## src/rtl/shift_add_mac_pkg.sv

```systemverilog
`default_nettype none
// ============================================================================
//  Module      : shift_add_mac_pkg
//  Description : Shared definitions for the systolic-array MAC blocks: default
//                operand/accumulator widths and the MAC controller state
//                encoding.
//  Revision    : 1.0 - initial release
// ============================================================================
package shift_add_mac_pkg;

  localparam int MAC_W_DEFAULT     = 8;
  localparam int MAC_ACC_W_DEFAULT = 20;

  typedef enum logic [1:0] {
    ST_IDLE = 2'd0,
    ST_RUN  = 2'd1,
    ST_ACC  = 2'd2,
    ST_DONE = 2'd3
  } mac_state_t;

endpackage
`default_nettype wire

```

## src/rtl/mac_ctrl.sv

```systemverilog
`default_nettype none
// ============================================================================
//  Module      : mac_ctrl
//  Description : Sequencer for the shift-add MAC. Accepts a start in IDLE or
//                DONE, runs the datapath for one step per cycle until the
//                datapath reports its last step, then issues one accumulate
//                cycle and one done cycle.
//  Ports       : clk       - clock
//                clear     - synchronous active-high reset
//                start     - operation request
//                last_step - datapath step counter is at W-1
//                load      - capture operands this edge
//                run_en    - perform one shift-add step this edge
//                acc_en    - fold partial product into acc this edge
//                busy      - operation in progress (RUN/ACC/DONE)
//                done      - one-cycle completion pulse
//  Revision    : 1.0 - initial release
// ============================================================================
module mac_ctrl
  import shift_add_mac_pkg::*;
(
  input  logic clk,
  input  logic clear,
  input  logic start,
  input  logic last_step,
  output logic load,
  output logic run_en,
  output logic acc_en,
  output logic busy,
  output logic done
);

  mac_state_t state;
  mac_state_t next_state;

  always_ff @(posedge clk) begin
    if (clear) begin
      state <= ST_IDLE;
    end else begin
      state <= next_state;
    end
  end

  always_comb begin
    next_state = state;
    load       = 1'b0;
    run_en     = 1'b0;
    acc_en     = 1'b0;
    busy       = 1'b1;
    done       = 1'b0;
    case (state)
      ST_IDLE: begin
        busy = 1'b0;
        if (start) begin
          load       = 1'b1;
          next_state = ST_RUN;
        end
      end
      ST_RUN: begin
        run_en = 1'b1;
        if (last_step) begin
          next_state = ST_ACC;
        end
      end
      ST_ACC: begin
        acc_en     = 1'b1;
        next_state = ST_DONE;
      end
      ST_DONE: begin
        done = 1'b1;
        // A start seen while leaving DONE is taken directly, so that
        // operations can issue back-to-back without an IDLE bubble.
        if (start) begin
          load       = 1'b1;
          next_state = ST_RUN;
        end else begin
          next_state = ST_IDLE;
        end
      end
      default: next_state = ST_IDLE;
    endcase
  end

endmodule
`default_nettype wire

```

## src/rtl/shift_add_mac.sv

```systemverilog
`default_nettype none
// ============================================================================
//  Module      : shift_add_mac
//  Description : Unsigned multiply-accumulate using a fixed-latency shift-add
//                multiplier (W RUN cycles), followed by an accumulate cycle
//                and a done cycle. Sticky overflow on accumulator carry-out.
//  Ports       : clk     - clock
//                clear   - synchronous active-high reset
//                start   - request one MAC operation
//                acc_clr - with start: 1 = replace acc, 0 = add to acc
//                mcand   - multiplicand (held stable by upstream while hold)
//                mplier  - multiplier, sampled with start
//                busy    - operation in progress
//                hold    - copy of busy for the upstream register
//                done    - one-cycle pulse, acc valid from this cycle on
//                acc     - accumulated result
//                ovf     - sticky accumulator overflow
//  Revision    : 1.0 - initial release
// ============================================================================
module shift_add_mac
  import shift_add_mac_pkg::*;
#(
  parameter int W     = MAC_W_DEFAULT,
  parameter int ACC_W = MAC_ACC_W_DEFAULT
) (
  input  logic             clk,
  input  logic             clear,
  input  logic             start,
  input  logic             acc_clr,
  input  logic [W-1:0]     mcand,
  input  logic [W-1:0]     mplier,
  output logic             busy,
  output logic             hold,
  output logic             done,
  output logic [ACC_W-1:0] acc,
  output logic             ovf
);

  localparam int SW = (W > 1) ? $clog2(W) : 1;

  logic [2*W-1:0] pp;
  logic [W-1:0]   sr;
  logic [SW-1:0]  step;
  logic           clr_lat;

  logic           load;
  logic           run_en;
  logic           acc_en;
  logic           last_step;
  logic [2*W-1:0] addend;
  logic [ACC_W:0] acc_sum;

  assign last_step = (step == SW'(W - 1));
  assign addend    = {{W{1'b0}}, mcand} << step;
  // One extra bit captures the carry out of the accumulator.
  assign acc_sum   = {1'b0, acc} + {1'b0, ACC_W'(pp)};
  assign hold      = busy;

  mac_ctrl u_ctrl (
    .clk       (clk),
    .clear     (clear),
    .start     (start),
    .last_step (last_step),
    .load      (load),
    .run_en    (run_en),
    .acc_en    (acc_en),
    .busy      (busy),
    .done      (done)
  );

  always_ff @(posedge clk) begin
    if (clear) begin
      pp      <= '0;
      sr      <= '0;
      step    <= '0;
      clr_lat <= 1'b0;
      acc     <= '0;
      ovf     <= 1'b0;
    end else begin
      if (load) begin
        sr      <= mplier;
        clr_lat <= acc_clr;
        pp      <= '0;
        step    <= '0;
        // A fresh accumulation restarts the overflow history.
        if (acc_clr) begin
          ovf <= 1'b0;
        end
      end
      if (run_en) begin
        if (sr[0]) begin
          pp <= pp + addend;
        end
        sr   <= sr >> 1;
        step <= step + SW'(1);
      end
      if (acc_en) begin
        if (clr_lat) begin
          acc <= ACC_W'(pp);
        end else begin
          acc <= acc_sum[ACC_W-1:0];
          if (acc_sum[ACC_W]) begin
            ovf <= 1'b1;
          end
        end
      end
    end
  end

endmodule
`default_nettype wire

```

## config.mk

```make
export PLATFORM = sky130hd
export DESIGN_NAME = shift_add_mac
export DESIGN_NICKNAME = d
export VERILOG_FILES = /design/src/rtl/shift_add_mac_pkg.sv /design/src/rtl/mac_ctrl.sv /design/src/rtl/shift_add_mac.sv
export SDC_FILE = /design/constraint.sdc
export NUM_CORES = 1
export LEC_CHECK = 0
export CAP_MARGIN = 20
export CORE_ASPECT_RATIO = 1.5
export CORE_MARGIN = 2
export CORE_UTILIZATION = 24
export CTS_BUF_LIST = sky130_fd_sc_hd__clkbuf_8 sky130_fd_sc_hd__clkbuf_16
export DETAILED_ROUTE_END_ITERATION = 6
export GPL_TIMING_DRIVEN = 0
export SYNTH_ARGS = -nofsm -noshare
export SYNTH_HDL_FRONTEND = slang
export SYNTH_SLANG_ARGS = --single-unit
```

## constraint.sdc

```tcl
create_clock -name clk -period 2.89 [get_ports clk]
set_clock_uncertainty 0.15 [all_clocks]
set_input_delay 0.289 -clock clk [delete_from_list [all_inputs] [get_ports clk]]
set_output_delay 0.289 -clock clk [all_outputs]
set_load 0.01 [all_outputs]
```

=== Word level (Yosys, flattened, before mapping) ===
Cells that the tools add are included.

* Register bits: 51
* Output and inout port bits: 24

* Reduce and logical (&&, ||, !) cells: 5
* Multiplexer cells: 23
* Shift operators: 1
* Add/subtract/negate cells: 3
* Eq/ne operators: 6

{| class="wikitable"
|+ Operators by type and width
! kind !! number
|-
| 16-bit 2-to-1 mux || 3
|-
| 20-bit by 16-bit adder with 21-bit output || 1
|-
| 20-bit 2-to-1 mux || 1
|-
| 16-bit adder || 1
|-
| 8-bit by 3-bit << shifter with 16-bit output || 1
|-
| 7-bit 2-to-1 mux || 2
|-
| 1-bit 2-to-1 mux || 12
|-
| 2-bit one-hot mux with 4 select lines || 1
|-
| 3-bit 2-to-1 mux || 2
|-
| 2-bit == test (second input constant) || 2
|-
| 2-bit 2-to-1 mux || 2
|-
| 2-bit inequality test (second input constant) || 2
|-
| 2-bit OR reduction || 2
|-
| 3-bit by 1-bit adder with 3-bit output (second input constant) || 1
|-
| 3-bit == test (second input constant) || 1
|-
| 2-bit by 1-bit == test with 1-bit output (second input constant) || 1
|-
| 2-bit zero test || 1
|-
| 2-bit AND reduction || 1
|-
| 2-bit nonzero test || 1
|}

=== Depth between registers and ports, before layout ===
Gate-level depths: netlist of the first run.

* Depth in word-level cells: 7
* Depth in mapped cells: 15
* Depth with buffers taken out: 13

=== Cells and area by module ===
From an unflattened synthesis of the first run, not the netlist that was laid out.

* Cell total of the unflattened synthesis: 485
* Area total of the unflattened synthesis: 3848.7 um2

{| class="wikitable"
|+ Modules (own cells, without submodules)
! module !! cells an instance !! sequential area each (um2) !! area an instance (um2) !! times used
|-
| shift_add_mac || 465 || 980.9 || 3667.3 || 1
|-
| mac_ctrl || 20 || 40.0 || 181.4 || 1
|}

=== Worst setup path before layout of the first run ===
No wires, ideal clock.

* Path type: flip-flop to flip-flop
* Start point: register step[0]
* End point: register pp[14]
* Cell stages (with the launch flop): 13
* Path buffers: 2
* Period minus slack after synthesis: 3162 ps
* Setup slack: -272 ps
* Required time: 2623 ps
* Arrival: 2895 ps
* Cell sequence: dfxtp_1 > clkbuf_1 > clkbuf_1 > mux2i_1 > nor3_1 > fa_1 > a21oi_1 > o311ai_0 > o41ai_2 > a211oi_1 > a211o_1 > xor2_1 > a22o_1

* Cells in the longest elaborated chain, start to end: 4

{| class="wikitable"
|+ Ends and longest elaborated chain
! what !! line !! text
|-
| start: declaration || shift_add_mac.sv:43 || <nowiki>logic [SW-1:0] step;</nowiki>
|-
| start signal: assignment || shift_add_mac.sv:95 || <nowiki>step <= step + SW'(1);</nowiki>
|-
| 8-bit by 3-bit << shifter with 16-bit output || shift_add_mac.sv:54 || <nowiki>assign addend = {{W{1'b0}}, mcand} << step;</nowiki>
|-
| 16-bit adder || shift_add_mac.sv:92 || <nowiki>pp <= pp + addend;</nowiki>
|-
| 16-bit 2-to-1 mux || shift_add_mac.sv:91 || <nowiki>if (sr[0]) begin</nowiki>
|-
| 16-bit 2-to-1 mux || shift_add_mac.sv:90 || <nowiki>if (run_en) begin</nowiki>
|-
| end signal: assignment || shift_add_mac.sv:92 ||
|-
| end: declaration || shift_add_mac.sv:41 || <nowiki>logic [2*W-1:0] pp;</nowiki>
|}

No other way between the ends.
A chain may end at the register's enable or synchronous reset.

=== Worst setup path in the final report of the first run ===
* Start point: register step[1]
* End point: register pp[14]

Same word-level chain as after synthesis.

==> flow_summary.toml, run 1 <==
[outcome]
failed_checks = "setup timing"
status = "finished with violations"

[die]
die_y_um = 159
io_pins = 44
coreArea_mm2 = 0.0157
die-area_mm2 = 0.0171
fp.dieW_um = 107
core.rowCount = 56
initial_core_util = 0.246

[placed_design]
gp_congestion = 0.853
dp_slack_ns = -0.651
io_buffers = 43
dp.cells = 723
dp_hpwl_um = 8320

[logic_synthesis]
yosysUniqueCellTypes = 56
synthArstFlopShare = 0
synth_fp_nets = 537
ys_warn_count = 0
ys_seq_area_frac = 0.265
synth_top_flop_cell = "dfxtp_1"
netlist_instances = 477
netlist_area_mm2 = 0.00385
synth.top_cell.area_share = 0.265
synth_most_common_cell = "nor2_1"
synth_edf_count = 0
synth_seq_cells = 51
ys_top_cells_by_area = "dfxtp_1, ha_1, mux2i_1"
synth_largest_area_cell = "dfxtp_1"
ys_top_cells_by_count = "nor2_1, dfxtp_1, a21oi_1"
postSynthAreaPerCell_um2 = 8.08

[worst_setup_path]
cpPeakStageDelay_ns = 0.37
cp_slowest_cell = "dfxtp_4"
crit_arrival_ns = 2.96
path_cells = "mux2_2 > nand2_1 > o21ai_1 > nor2_1 > a21oi_4 > ha_4 > a21o_1 > o41ai_2 > buf_4 > a211oi_2 > a211o_1 > xor2_1 > a22o_1"
worstSetupPathType = "flop to flop"
critical-path-top-delay-family = "compound AO/OA/AOI/OAI gates"
path_max_fanout = 4
critPathBufInv = 1
crit_path_end_kind = "flop"
critPathRequiredTime_ns = 2.93
critPathLaunchType = "flop"

[final_layout]
n_antenna_cell = 0
fin_cells = 745
num-nets-final = 601
flow.area_growth_from_synthesis_pct = 33.0
final_util = 0.326
drive_above_1_share = 0.137

[timing]
max_freq_ghz = 0.343
finalCritPeriodShare = 1.01
slew_headroom = 0.475
setup_slack_ns = -0.0244
tightest_slew_ns = 0.781
period_minus_slack_ns = 2.91
finalSetupViolCount = 1
rsz0062_at_grt = "yes"
finalMaxSlewViolations = 0
hold_viol = 0

[route]
drt_wl_total_um = 10600
viasPerCell = 4.87
drt_iter0_drc = 113
ant_nets = 0
drt-pass1-iter-count = 4
routedWlPerCell_um = 14.2
drc = 0
vias = 3625

[pwr]
power_uw = 3320
vdd_drop_max_mv = 0.254
powerDensity_mw_per_mm2 = 647
leakage_uw = 0.00203

[hold_path]
hold_path.class = "flop to flop"

[grt]
grt_max_degree = 17
grt_pass1_wl_um = 17100
grt_pass1_vias = 3571
grt_overflow_total = 0
grt_antenna_before_repair = 0
grt_usage = 0.125

[clocking]
htree_levels = 2
clockBufferDepth = 2
cts_tree = "done"
ctsHoldBuffers = 0
numCtsBuffers = 5
clockRootBuffer = "clkbuf_16"
cts_num_sinks = 51
insertion_delay_ns = 0.30
clkTransAtPathRegs_ns = 0.07

[run]
cap_violations = 0
==> layer usage <==
| metal | up-vias | part of all wire | track usage | wire length, um |
|---|---|---|---|---|
| li1 | 1870 | - | - | - |
| met1 | 1688 | 0.39 | 0.123 | 4130 |
| met2 | 45 | 0.54 | 0.246 | 5750 |
| met3 | 22 | 0.025 | 0.0172 | 261 |
| met4 | 0 | 0.040 | 0.0600 | 422 |
| met5 | - | 0 | 0 | 0 |
==> cells by family after synthesis <==
logic type / Yosys count / synth area share
xor+xnor: 23 / 0.0523
buf+inv: 40 / 0.0412
compound gates: 155 / 0.266
simple gates: 138 / 0.162
mux: 30 / 0.0795
fa+ha+maj: 40 / 0.134
flops: 51 / 0.265
==> cell type report <==
cell class | instances | area, um2
inverters | 19 | 71.3
repair buffers | 59 | 566
multi-input cells | 386 | 2900
clock buffers | 5 | 125
fillers | 1678 | 10600
flip-flops and latches | 51 | 1030
plain buffers | 19 | 111
clock inverters | 3 | 67.6
well taps | 203 | 254
==> per-stage QoR <==
step           area (um2)  setup TNS (ns)  hold WS [ns]
2_1_floorplan        3890               0         0.298
3_3_place_gp         4570           -3.69         0.322
3_5_place_dp         4570           -3.70         0.327
4_1_cts              5030         -0.0129         0.344
5_1_grt              5120          -0.546         0.360
6_report             5120         -0.0244         0.335
==> timing repair <==
action,in CTS,in global routing
gates resized for setup,36,21
pin swaps,16,9
hold endpoints to repair,0,0
endpoints found under the setup margin,7,8
buffers inserted,14,2
==> cell usage in the layout (no fill, tap or decap), drive strengths merged, types with 11 or more instances in the layout <==
master / n
o21ai: 32
nand2: 34
mux2i: 25
clkdlybuf4s50: 39
clkbuf: 15
ha: 38
xor2: 12
buf: 25
nor2: 58
a21o: 12
dfxtp: 51
xnor2: 11
inv: 19
a21oi: 45
==> power by group <==
| group | internal, uW | switching, uW | leakage, uW |
|---|---|---|---|
| logic | 757 | 855 | 0.00153 |
| registers | 828 | 109 | 0.000415 |
| clock network | 496 | 272 | 0.0000900 |
==> flip-flops by register name, indices dropped and copies added, names as in the netlist <==
signal and cells:
acc 20, pp 16, sr 8, step 3, u_ctrl.state 2, clr_lat 1, ovf 1
==> worst register-to-register path, stage by stage (launching register included) <==
cell and delay [ns]:
dfxtp_4 0.37, mux2_2 0.36, nand2_1 0.07, o21ai_1 0.07
nor2_1 0.20, a21oi_4 0.06, ha_4 0.25, a21o_1 0.18
o41ai_2 0.31, buf_4 0.18, a211oi_2 0.06, a211o_1 0.24
xor2_1 0.15, a22o_1 0.17
==> worst paths after layout <==
check	to	cells past startpoint	slack, ns	from
setup / recovery	pp[14]	13	-0.02	step[1]
hold / removal	sr[6]	2	0.33	sr[7]
setup reg to reg	pp[14]	13	-0.02	step[1]
hold reg to reg	sr[6]	2	0.33	sr[7]
Power figures use the tool's default switching activity.
==> run 2, diff against run 1 <==
==> constraint.sdc (replaced) <==
create_clock -name clk -period 2.89 [get_ports clk]
set_clock_uncertainty 0.15 [all_clocks]
set_input_delay 0.7225 -clock clk [delete_from_list [all_inputs] [get_ports clk]]
set_output_delay 0.7225 -clock clk [all_outputs]
set_load 0.01 [all_outputs]
==> flow_summary.toml, run 2 (synthesis gave the netlist of run 1 again) <==
[clocking]
clockRootBuffer = "clkbuf_16"
cts_tree = "done"
insertion_delay_ns = 0.30
clkTransAtPathRegs_ns = 0.08
htree_levels = 2
numCtsBuffers = 5
cts_num_sinks = 51
clockBufferDepth = 2

[pwr]
vdd_drop_max_mv = 0.282
pwr-share-clk = 0.212
pwr-share-seq = 0.281
power_uw = 3360
power.switching_uw = 1300
leakage_uw = 0.00213
sw_frac_of_total = 0.387
powerDensity_mw_per_mm2 = 638
combinationalPowerShare = 0.506
p_int_uw = 2060

[final_layout]
largest_register = "acc"
flow.area_growth_from_synthesis_pct = 36.6
multi_input_area_mm2 = 0.00298
largest_reg_flops = 20
fillCellCount = 1650
top_regs = "acc (20), pp (16), sr (8)"
drive_above_1_share = 0.181
n_antenna_cell = 0
layout_commonest_cell = "nor2_1"
design_area_mm2 = 0.00526
regArea_mm2 = 0.00103
num-nets-final = 612
final_cell_mix = "nor2_1, dfxtp_1, a21oi_1"

[timing]
tightest_slew_ns = 0.845
hold_ws_ns = 0.342
rsz0062_at_grt = "yes"
max_freq_ghz = 0.339
slew_headroom = 0.435
finalSetupViolCount = 2
hold_viol = 0
setup_slack_ns = -0.0620
finalCritPeriodShare = 1.02
finalMaxSlewViolations = 0
period_minus_slack_ns = 2.95

[route]
viasPerCell = 4.86
drc = 0
drt_wl_total_um = 11100
ant_nets = 0
drt_iter0_drc = 177
vias = 3677
routedWlPerCell_um = 14.6
drt-pass1-iter-count = 5

[worst_setup_path]
critical-path-top-delay-family = "compound AO/OA/AOI/OAI gates"
critPathLaunchType = "flop"
cp_slowest_cell = "dfxtp_4"
cpPeakStageDelay_ns = 0.38
path_max_fanout = 5
path_cells = "buf_12 > mux2i_2 > mux2_4 > o21ai_4 > ha_4 > a21o_4 > buf_6 > a2111oi_4 > buf_4 > o31ai_4 > o21bai_1 > a21oi_1 > o31ai_1"
worstSetupPathType = "flop to flop"
critPathBufInv = 3
crit_path_start = "step[1]"
worst-path-stages = 13
r2r_start = "step[1]"
critPathRequiredTime_ns = 2.96
crit_path_end_kind = "flop"
r2r_cells = 13
crit_arrival_ns = 3.02

[die]
die_y_um = 159
coreArea_mm2 = 0.0157
initial_core_util = 0.246
die-area_mm2 = 0.0171
fp.dieW_um = 107
core.rowCount = 56
io_pins = 44

[placed_design]
io_buffers = 43
dpl_cell_area_mm2 = 0.00458
dp_hpwl_um = 8400
gp_congestion = 0.886

[hold_path]
holdPathStages = 2
hold_path.class = "flop to flop"
hold_start = "pp[11]"

[outcome]
failed_checks = "setup timing"
status = "finished with violations"

[grt]
grt_antenna_before_repair = 0
grt_usage = 0.131
grt_overflow_total = 0
grt_pass1_wl_um = 18000
grt_pass1_vias = 3637
grt_max_degree = 18

[run]
cap_violations = 0
[run 2: cell types whose count changed in the layout (fill, tap and decap cells not counted), moves of 3 or more]
cell	previous run	this run
buf_4	17	25
buf_2	3	9
clkdlybuf4s50_1	39	35
buf_6	1	4
[run 2: worst paths after layout]
| path | to | slack (ns) |
|---|---|---|
| max | pp[13] | -0.06 |
| min reg2reg | pp[11] | 0.34 |
| max reg2reg | pp[13] | -0.06 |
| min | pp[11] | 0.34 |
[run 2: cell type report]
| type | count | share of cell area |
|---|---|---|
| multi-input cells | 386 | 0.566 |
| flip-flops and latches | 51 | 0.196 |
| repair buffers | 70 | 0.120 |
| well taps | 203 | 0.0483 |
| plain buffers | 19 | 0.0242 |
| clock buffers | 5 | 0.0238 |
| inverters | 19 | 0.0135 |
| clock inverters | 3 | 0.00879 |
[run 2: per-stage QoR]
step	utilization	cells	TNS (ns)	setup slack [ns]
floorplan	-	477	-0.302	-0.211
global route	0.335	756	-0.496	-0.169
global placement	0.292	723	-9.23	-1.06
detailed placement	0.292	723	-9.49	-1.10
CTS	0.327	749	-0.170	-0.121
finish	0.335	756	-0.114	-0.0620
[run 2: worst min-delay path, delay by kind of cell (launching register included)]
family	cells	cell delay [ns]
flops	1	0.34
compound gates	1	0.05
simple gates	1	0.06
[run 2: what timing repair did]
action,4_1_cts,5_1_grt
pin swaps,29,27
gates cloned,0,1
hold buffers,0,0
setup endpoints to repair,10,15
hold endpoints to repair,0,0
setup buffers,19,8
resized for setup,87,22
[run 2: routing by layer]
layer / wire length, um / part of all wire / GRT usage / up-vias
met2: 6270 / 0.57 / 0.255 / 57
met1: 4260 / 0.39 / 0.136 / 1721
met3: 314 / 0.028 / 0.0196 / 14
met5: 0 / 0 / 0 / -
met4: 223 / 0.020 / 0.0513 / 0
li1: - / - / - / 1885
[run 2: power groups by stage]
| stage | clock, uW | sequential (uW) | combinational [uW] |
|---|---|---|---|
| final | 713 | 945 | 1700 |
| after global routing | 749 | 964 | 1890 |
| after CTS | 724 | 933 | 1660 |
| after detailed placement | 0 | 946 | 1400 |
| after global placement | 0 | 946 | 1390 |
| after floorplan | 0 | 940 | 948 |
